`src/rtl/mips_pkg.sv`:
```
// Shared definitions for the MIPS fetch front end: PC source encodings,
// PC unit state and the default exception vector.
package mips_pkg;

  typedef enum logic [1:0] {
    PCSRC_SEQ  = 2'b00,
    PCSRC_BRJ  = 2'b01,
    PCSRC_EXC  = 2'b10,
    PCSRC_PEND = 2'b11
  } pcsrc_e;

  typedef enum logic {
    RUN  = 1'b0,
    HOLD = 1'b1
  } pc_state_e;

  localparam logic [31:0] EXC_VECTOR_DEFAULT = 32'h0000_0080;

endpackage

```
`src/rtl/npc_select.sv`:
```
// Combinational next-npc selection: resolves redirect priority (jump over branch)
// and picks the next npc among exception, live redirect, replayed redirect and increment.
module npc_select
  import mips_pkg::*;
#(
  parameter int               WIDTH      = 32,
  parameter logic [WIDTH-1:0] INC        = 'd4,
  parameter logic [WIDTH-1:0] EXC_VECTOR = WIDTH'(EXC_VECTOR_DEFAULT)
) (
  input  logic [WIDTH-1:0] npc_i,
  input  logic             branch_taken_i,
  input  logic [WIDTH-1:0] branch_target_i,
  input  logic             jump_i,
  input  logic [WIDTH-1:0] jump_target_i,
  input  logic             exc_req_i,
  input  logic             pending_i,
  input  logic [WIDTH-1:0] pending_target_i,
  output logic             redirect_o,
  output logic [WIDTH-1:0] redirect_target_o,
  output logic [WIDTH-1:0] npc_next_o,
  output pcsrc_e           src_o
);

  always_comb begin
    redirect_o        = branch_taken_i | jump_i;
    redirect_target_o = jump_i ? jump_target_i : branch_target_i;
    npc_next_o        = npc_i + INC;
    src_o             = PCSRC_SEQ;
    // A live redirect outranks a replayed one: the newer control flow wins.
    if (exc_req_i) begin
      npc_next_o = EXC_VECTOR + INC;
      src_o      = PCSRC_EXC;
    end else if (redirect_o) begin
      npc_next_o = redirect_target_o;
      src_o      = PCSRC_BRJ;
    end else if (pending_i) begin
      npc_next_o = pending_target_i;
      src_o      = PCSRC_PEND;
    end
  end

endmodule

```
`src/rtl/pc_npc_unit.sv`:
```
// PC/nPC register pair with one-instruction branch delay slot; redirects seen
// during a fetch stall are latched and replayed when the stall releases.
module pc_npc_unit
  import mips_pkg::*;
#(
  parameter int               WIDTH      = 32,
  parameter logic [WIDTH-1:0] RESET_PC   = '0,
  parameter logic [WIDTH-1:0] INC        = 'd4,
  parameter logic [WIDTH-1:0] EXC_VECTOR = WIDTH'(EXC_VECTOR_DEFAULT)
) (
  input  logic             clk,
  input  logic             reset,
  input  logic             le,
  input  logic             branch_taken,
  input  logic [WIDTH-1:0] branch_target,
  input  logic             jump,
  input  logic [WIDTH-1:0] jump_target,
  input  logic             exc_req,
  output logic [WIDTH-1:0] pc,
  output logic [WIDTH-1:0] npc,
  output logic [1:0]       pc_source_select,
  output logic             redirect_pending,
  output logic             target_misaligned
);

  localparam logic [WIDTH-1:0] RESET_NPC = RESET_PC + INC;

  pc_state_e        state_q, state_d;
  logic [WIDTH-1:0] pc_q, pc_d;
  logic [WIDTH-1:0] npc_q, npc_d;
  logic [WIDTH-1:0] pend_tgt_q, pend_tgt_d;
  pcsrc_e           src_q, src_d;
  logic             mis_q, mis_d;

  logic             redirect;
  logic [WIDTH-1:0] redirect_target;
  logic [WIDTH-1:0] npc_next;
  pcsrc_e           sel_src;

  npc_select #(
    .WIDTH      (WIDTH),
    .INC        (INC),
    .EXC_VECTOR (EXC_VECTOR)
  ) u_npc_select (
    .npc_i             (npc_q),
    .branch_taken_i    (branch_taken),
    .branch_target_i   (branch_target),
    .jump_i            (jump),
    .jump_target_i     (jump_target),
    .exc_req_i         (exc_req),
    .pending_i         (state_q == HOLD),
    .pending_target_i  (pend_tgt_q),
    .redirect_o        (redirect),
    .redirect_target_o (redirect_target),
    .npc_next_o        (npc_next),
    .src_o             (sel_src)
  );

  always_comb begin
    state_d    = state_q;
    pc_d       = pc_q;
    npc_d      = npc_q;
    pend_tgt_d = pend_tgt_q;
    src_d      = src_q;
    mis_d      = mis_q;
    if (exc_req) begin
      pc_d    = EXC_VECTOR;
      npc_d   = npc_next;
      src_d   = sel_src;
      state_d = RUN;
      mis_d   = 1'b0;
    end else if (le) begin
      pc_d    = npc_q;
      npc_d   = npc_next;
      src_d   = sel_src;
      state_d = RUN;
      // Only target loads can be misaligned; a sequential load clears the flag.
      mis_d   = (sel_src == PCSRC_SEQ) ? 1'b0 : (npc_next[1:0] != 2'b00);
    end else if (redirect) begin
      pend_tgt_d = redirect_target;
      state_d    = HOLD;
    end
  end

  always_ff @(posedge clk) begin
    if (reset) begin
      state_q    <= RUN;
      pc_q       <= RESET_PC;
      npc_q      <= RESET_NPC;
      pend_tgt_q <= '0;
      src_q      <= PCSRC_SEQ;
      mis_q      <= 1'b0;
    end else begin
      state_q    <= state_d;
      pc_q       <= pc_d;
      npc_q      <= npc_d;
      pend_tgt_q <= pend_tgt_d;
      src_q      <= src_d;
      mis_q      <= mis_d;
    end
  end

  assign pc                = pc_q;
  assign npc               = npc_q;
  assign pc_source_select  = src_q;
  assign redirect_pending  = (state_q == HOLD);
  assign target_misaligned = mis_q;

endmodule

```
`config.mk`:
```
export PLATFORM = sky130hd
export DESIGN_NAME = pc_npc_unit
export DESIGN_NICKNAME = d
export VERILOG_FILES = /design/src/rtl/mips_pkg.sv /design/src/rtl/npc_select.sv /design/src/rtl/pc_npc_unit.sv
export SDC_FILE = /design/constraint.sdc
export NUM_CORES = 1
export LEC_CHECK = 0
export CORE_MARGIN = 10
export CORE_UTILIZATION = 46
export DETAILED_ROUTE_END_ITERATION = 12
export PLACE_DENSITY = 0.78
export RECOVER_POWER = 50
export SLEW_MARGIN = 40
export SYNTH_ARGS = -nofsm -noshare
export SYNTH_HDL_FRONTEND = slang
export SYNTH_HIERARCHICAL = 1
export SYNTH_SLANG_ARGS = --single-unit
```
`constraint.sdc`:
```
create_clock -name clk -period 2.2 [get_ports clk]
set_input_delay 0.44 -clock clk [delete_from_list [all_inputs] [get_ports clk]]
set_output_delay 0.44 -clock clk [all_outputs]
set_load 0.01 [all_outputs]
```
* Yosys cells after proc, flatten, opt, wreduce, memory -nomap -nowiden
Index checks and enable logic that the tools add are counted.
** Storage, ports and cells
- Register bits :: 100
- Bits in latches :: 0
- Memory bits (writable) :: 0
- Memory bits (read-only) :: 0
- Input port bits :: 70
- Output and inout bits :: 68
- Logic and storage cells :: 31
- Memories :: 0
** Cells by class
- Add/sub/neg operators :: 1
- Multiply operators :: 0
- Divide/modulo/power cells :: 0
- Order comparisons :: 0
- Equal/unequal tests :: 0
- Shift-type cells :: 0
- Muxes and demuxes :: 14
- Bitwise gates (word level) :: 3
- Reductions and logical operators :: 6
** Operators with widths (number)
- $mux W32 :: 6
- $add A32 B3 Y32 const B :: 1
- $mux W8 :: 2
- $mux W2 :: 5
- $reduce_bool A2 Y1 :: 2
- $reduce_and A3 Y1 :: 1
- $reduce_or A3 Y1 :: 1
- $logic_not A2 Y1 :: 1
- $not A1 Y1 :: 2
- $reduce_or A2 Y1 :: 1
- $mux W1 :: 1
- $or A1 B1 Y1 :: 1

* Depth between registers and ports, before layout
- Word-level depth :: 6
- Gate-level depth with buffers :: 8
- Gate-level depth less buffers :: 8

* Hierarchy
Netlist, hierarchy kept.
** By module, submodules not included
- pc_npc_unit :: times used 1, cells an instance 407, area each 4072.7 um2, seq. area each 2001.9 um2
- npc_select :: times used 1, cells an instance 270, area each 1770.4 um2, seq. area each 0.0 um2

* Least setup slack after synthesis
OpenSTA, ideal clock, no wires.
- Kind :: reg-to-reg
- Start point :: reg npc_q[10], in the netlist npc[10]
- End point :: reg npc_q[26], in the netlist npc[26]
- Library setup time :: 0.070 ns
- Arrival time :: 2.053 ns
- Data required time :: 2.130 ns
- Slack :: 0.076 ns
- Cell stages (with the launch flop) :: 9
- Buffers on the path :: 1
- Clock period less this slack :: 2.124 ns
- Cells stage by stage :: dfxtp_1 nand3_2 or4_4 buf_6 nor4_4 xnor2_1 a221oi_2 o21ai_0 a21oi_1
** On the way
- Word-level cells in the longest chain between the ends :: 6
** Ends and longest elaborated chain
- start, declared :: line pc_npc_unit.sv:30 : logic [WIDTH-1:0] npc_q, npc_d;
- start signal, assigned :: line pc_npc_unit.sv:96 : npc_q <= npc_d;
- $add A32 B3 Y32 (*) :: line npc_select.sv:27 : npc_next_o = npc_i + INC;
- $mux W32 (*) :: line npc_select.sv:36 : end else if (pending_i) begin
- $mux W32 (*) :: line npc_select.sv:33 : end else if (redirect_o) begin
- $mux W32 (*) :: line npc_select.sv:30 : if (exc_req_i) begin
- $mux W32 :: line pc_npc_unit.sv:72 : end else if (le) begin
- $mux W32 (*) :: line pc_npc_unit.sv:66 : if (exc_req) begin
- via npc_d[26] :: line pc_npc_unit.sv:30
The timed path passes the listed nets; every way through them passes the cells marked *. The select of a mux whose other input is x is not followed.
A chain may end at the register's enable or synchronous reset.

* Final worst setup path
- Start point :: reg npc_q[7], in the netlist npc[7]
- End point :: reg npc_q[30], in the netlist npc[30]
Same word-level chain as after synthesis.

==> reports/metrics.yaml <==
placement:
  hpwl_um: 12600
  preCtsSetupSlack_ps: -31.4
  globalplace.congestion: 0.913
  io_buffer_count: 137
clock_network:
  cts_resized: 0
  postCtsSetupRepairBufs: 0
  clock_tree_from_tritoncts: "done"
  numCtsBuffers: 9
  clock_tree.root_cell: "sky130_fd_sc_hd__clkbuf_16"
  clk_path_buf_depth: 2
  cts_num_sinks: 100
  hold_buffers: 0
  clkLatencyLatePin_ps: 350
  h-tree-depth: 3
  cts.reportedPaths.clkPinSlew_ps: 70
detailed_routing:
  detail_route.first_pass.iterations: 5
  drt_iter0_drc: 508
  num_vias: 5329
  drcViolationCount: 0
  final_antenna_net_count: 0
  finalWirelength_um: 17100
  vias_per_cell: 5.42
  avgRoutedWirePerCell_um: 17.4
floorplan:
  floorplan.die.width_um: 133
  floorplan.rows: 41
  core_mm2: 0.0125
  die_height_um: 133
  die-area_mm2: 0.0176
  initial_core_util_pct: 46.7
  io-pin-count: 138
outcome:
  run_status: "complete, no violations"
setup_path:
  crit_end: "npc[30]$_SDFFE_PP0P_"
  crit-reg2reg-capture: "npc[30]$_SDFFE_PP0P_"
  crit_path_start_kind: "flip-flop"
  criticalPathCategory: "flip-flop to flip-flop"
  critical_path_cell_count: 7
  crit_path_max_fanout: 8
  regToRegSetupSlack_ps: 140
  worst_path_largest_cell_delay_ps: 640
  critical_path.n_buffers_inverters: 0
  critical-path-slowest-cell: "sky130_fd_sc_hd__or4_4"
  timing.critical_path.cells: "nand3_2 -> or4_4 -> nor4_1 -> xnor2_1 -> a21oi_2 -> o21ai_0 -> a21oi_1"
  reg2reg_depth: 7
  crit_path_max_delay_family: "simple AND/OR/NAND/NOR gates"
  required_ps: 2480
  beginning_of_the_critical_path: "npc[7]$_SDFFE_PP0P_"
  worst-endpoint-arrival_ps: 2340
  timing.rr.start: "npc[7]$_SDFFE_PP0P_"
  worstSetupEndpointType: "flip-flop"
layout:
  area_growth_syn_to_layout_pct: 32.7
  layout.nets: 877
  fillerInstances: 1096
  multi_input_comb_area_mm2: 0.00345
  number_of_diodes_added_for_antenna_fixing: 0
  sequential_cell_area_mm2: 0.00200
  final_layout_size_suffix_gt1_share_pct: 13.2
logic_synthesis:
  synth.ff_latch_count: 100
  synth_largest_area_cell: "sky130_fd_sc_hd__dfxtp_1"
  synth_enable_flop_cells: 0
  synth_top_cells_by_area: "sky130_fd_sc_hd__dfxtp_1 (34%), sky130_fd_sc_hd__mux2i_1 (12%), sky130_fd_sc_hd__nand2b_1 (7.1%)"
  synthesis.area_mm2: 0.00584
  synth.net_count: 748
  number_of_warning_messages_in_the_yosys_log: 6
  ys_seq_area_share_pct: 34.3
  postSynthCellCount: 677
  synth-async-reset-ratio_pct: 0
  dominantRegCellSynth: "sky130_fd_sc_hd__dfxtp_1"
  synth_top_area_share_pct: 34.3
  synthesis.area_per_instance_um2: 8.63
  yosysUniqueCellTypes: 50
pwr:
  powerDensity_mw_per_mm2: 559
  vdd.ir_drop.worst_uv: 358
  post-layout-total-power_uw: 4340
  leakagePower_uw: 0.00283
sta:
  final_period_minus_worst_setup_slack_ps: 2060
  slew_headroom_pct: 34.6
  final_number_of_setup_violating_endpoints: 0
  worstMarginPinSlew_ps: 981
  report.final.slew_viol_count: 0
  maxClockFrequency_ghz: 0.485
  timing_hold_violations_final: 0
  timing.clock.skew_ps: 7.36
  totalNegativeSetupSlack_ps: 0
  rsz_0062_raised_after_global_routing: "no"
  final.setup.worst_slack_ps: 140
  final_critical_path_share_of_the_clock_period_pct: 93.6
global_routing:
  global_route.usage.total_pct: 19.0
  grt_first_pass_wirelength_um: 27700
  overflow: 0
  via_count_of_the_first_global_routing_pass: 5190
  grt_antenna_before_repair: 0
  grt_start_max_net_pins: 59
worst_hold_path:
  holdCritPathClass: "flip-flop to flip-flop"
  worst_hold_path.num_cells: 2
flow_run:
  drv_cap: 0
[cell usage after synthesis (8+ instances only)]
master / n
sky130_fd_sc_hd__xor2_1: 15
sky130_fd_sc_hd__a21oi_1: 58
sky130_fd_sc_hd__dfxtp_1: 100
sky130_fd_sc_hd__a31oi_1: 17
sky130_fd_sc_hd__nor2_1: 48
sky130_fd_sc_hd__nand3_1: 11
sky130_fd_sc_hd__or3b_1: 26
sky130_fd_sc_hd__mux2_2: 29
sky130_fd_sc_hd__xnor2_1: 13
sky130_fd_sc_hd__nand2_1: 18
sky130_fd_sc_hd__clkbuf_1: 29
sky130_fd_sc_hd__buf_1: 8
sky130_fd_sc_hd__o21ai_0: 59
sky130_fd_sc_hd__inv_1: 23
sky130_fd_sc_hd__buf_6: 8
sky130_fd_sc_hd__mux2i_1: 70
sky130_fd_sc_hd__nand2b_1: 66
[per-layer routing]
layer / vias to the layer above / GRT usage [%] / share of wire [%] / routed length, um
met5: - / 0 / 0 / 0
met4: 0 / 6.42 / 1.4 / 235
met3: 16 / 4.54 / 6.3 / 1080
met2: 150 / 29.3 / 46 / 7900
met1: 2548 / 25.2 / 46 / 7880
li1: 2615 / - / - / -
[layout make-up]
type	count	share of cell area (%)
repair buffers	176	22.1
inverters	24	1.16
well taps	172	2.78
multi-input cells	495	44.5
flip-flops and latches	100	25.8
clock inverters	4	0.646
clock buffers	12	3.05
[stage by stage]
| step | area (um2) | hold WS (ps) | utilization (%) | instances |
|---|---|---|---|---|
| CTS | 7760 | 472 | 62.0 | 983 |
| finish | 7750 | 473 | 61.9 | 983 |
| floorplan | 5840 | 443 | - | 677 |
| global route | 7750 | 482 | 61.9 | 983 |
| global placement | 7480 | 458 | 59.7 | 967 |
| detailed placement | 7480 | 461 | 59.7 | 967 |
[worst min path at each step]
stage / startpoint / endpoint / slack [ps]
2_1_floorplan: pend_tgt_q[8]$_SDFFE_PP0P_ / pend_tgt_q[8]$_SDFFE_PP0P_ / 440
3_3_place_gp: pend_tgt_q[25]$_SDFFE_PP0P_ / pend_tgt_q[25]$_SDFFE_PP0P_ / 460
3_5_place_dp: pend_tgt_q[9]$_SDFFE_PP0P_ / pend_tgt_q[9]$_SDFFE_PP0P_ / 460
4_1_cts: pend_tgt_q[25]$_SDFFE_PP0P_ / pend_tgt_q[25]$_SDFFE_PP0P_ / 470
5_1_grt: pend_tgt_q[25]$_SDFFE_PP0P_ / pend_tgt_q[25]$_SDFFE_PP0P_ / 480
6_report: pend_tgt_q[25]$_SDFFE_PP0P_ / pend_tgt_q[25]$_SDFFE_PP0P_ / 470
[cells in the final DEF (no fill, tap or decap), types with 7 or more instances in the layout]
| master | count |
|---|---|
| sky130_fd_sc_hd__a211oi_1 | 7 |
| sky130_fd_sc_hd__a21oi_1 | 58 |
| sky130_fd_sc_hd__a31oi_1 | 17 |
| sky130_fd_sc_hd__buf_4 | 34 |
| sky130_fd_sc_hd__clkbuf_16 | 9 |
| sky130_fd_sc_hd__clkdlybuf4s50_1 | 105 |
| sky130_fd_sc_hd__dfxtp_1 | 100 |
| sky130_fd_sc_hd__dlygate4sd3_1 | 28 |
| sky130_fd_sc_hd__inv_1 | 24 |
| sky130_fd_sc_hd__mux2_2 | 29 |
| sky130_fd_sc_hd__mux2i_1 | 70 |
| sky130_fd_sc_hd__nand2_1 | 18 |
| sky130_fd_sc_hd__nand2b_1 | 66 |
| sky130_fd_sc_hd__nand3_1 | 11 |
| sky130_fd_sc_hd__nor2_1 | 48 |
| sky130_fd_sc_hd__nor3_1 | 7 |
| sky130_fd_sc_hd__o21ai_0 | 59 |
| sky130_fd_sc_hd__or3b_1 | 26 |
| sky130_fd_sc_hd__or3b_2 | 7 |
| sky130_fd_sc_hd__xnor2_1 | 13 |
| sky130_fd_sc_hd__xor2_1 | 15 |
[kinds of logic after synthesis]
logic type      Yosys count  share of synthesized area, %
compound gates          155                          14.9
xor+xnor                 28                          4.20
fa+ha+maj                 1                         0.214
buf+inv                  82                          6.83
flops                   100                          34.3
mux                      99                          17.6
simple gates            212                          22.1
[flip-flops by register name, indices dropped and copies added (netlist names)]
| signal | count |
|---|---|
| pc | 32 |
| target_misaligned | 1 |
| pend_tgt_q | 32 |
| redirect_pending | 1 |
| npc | 32 |
| pc_source_select | 2 |
[report_power, final]
group / leakage [uW] / switching, uW / internal [uW]
clock network: 0.000133 / 675 / 881
logic: 0.00189 / 396 / 431
registers: 0.000815 / 66.8 / 1890
[worst register-to-register path, delay by kind of cell (launching register included)]
family / cells / cell delay, ps
xor+xnor: 1 / 140
simple gates: 3 / 1140
flops: 1 / 350
compound gates: 3 / 360
Note: power is estimated with default switching activity, not from simulation.
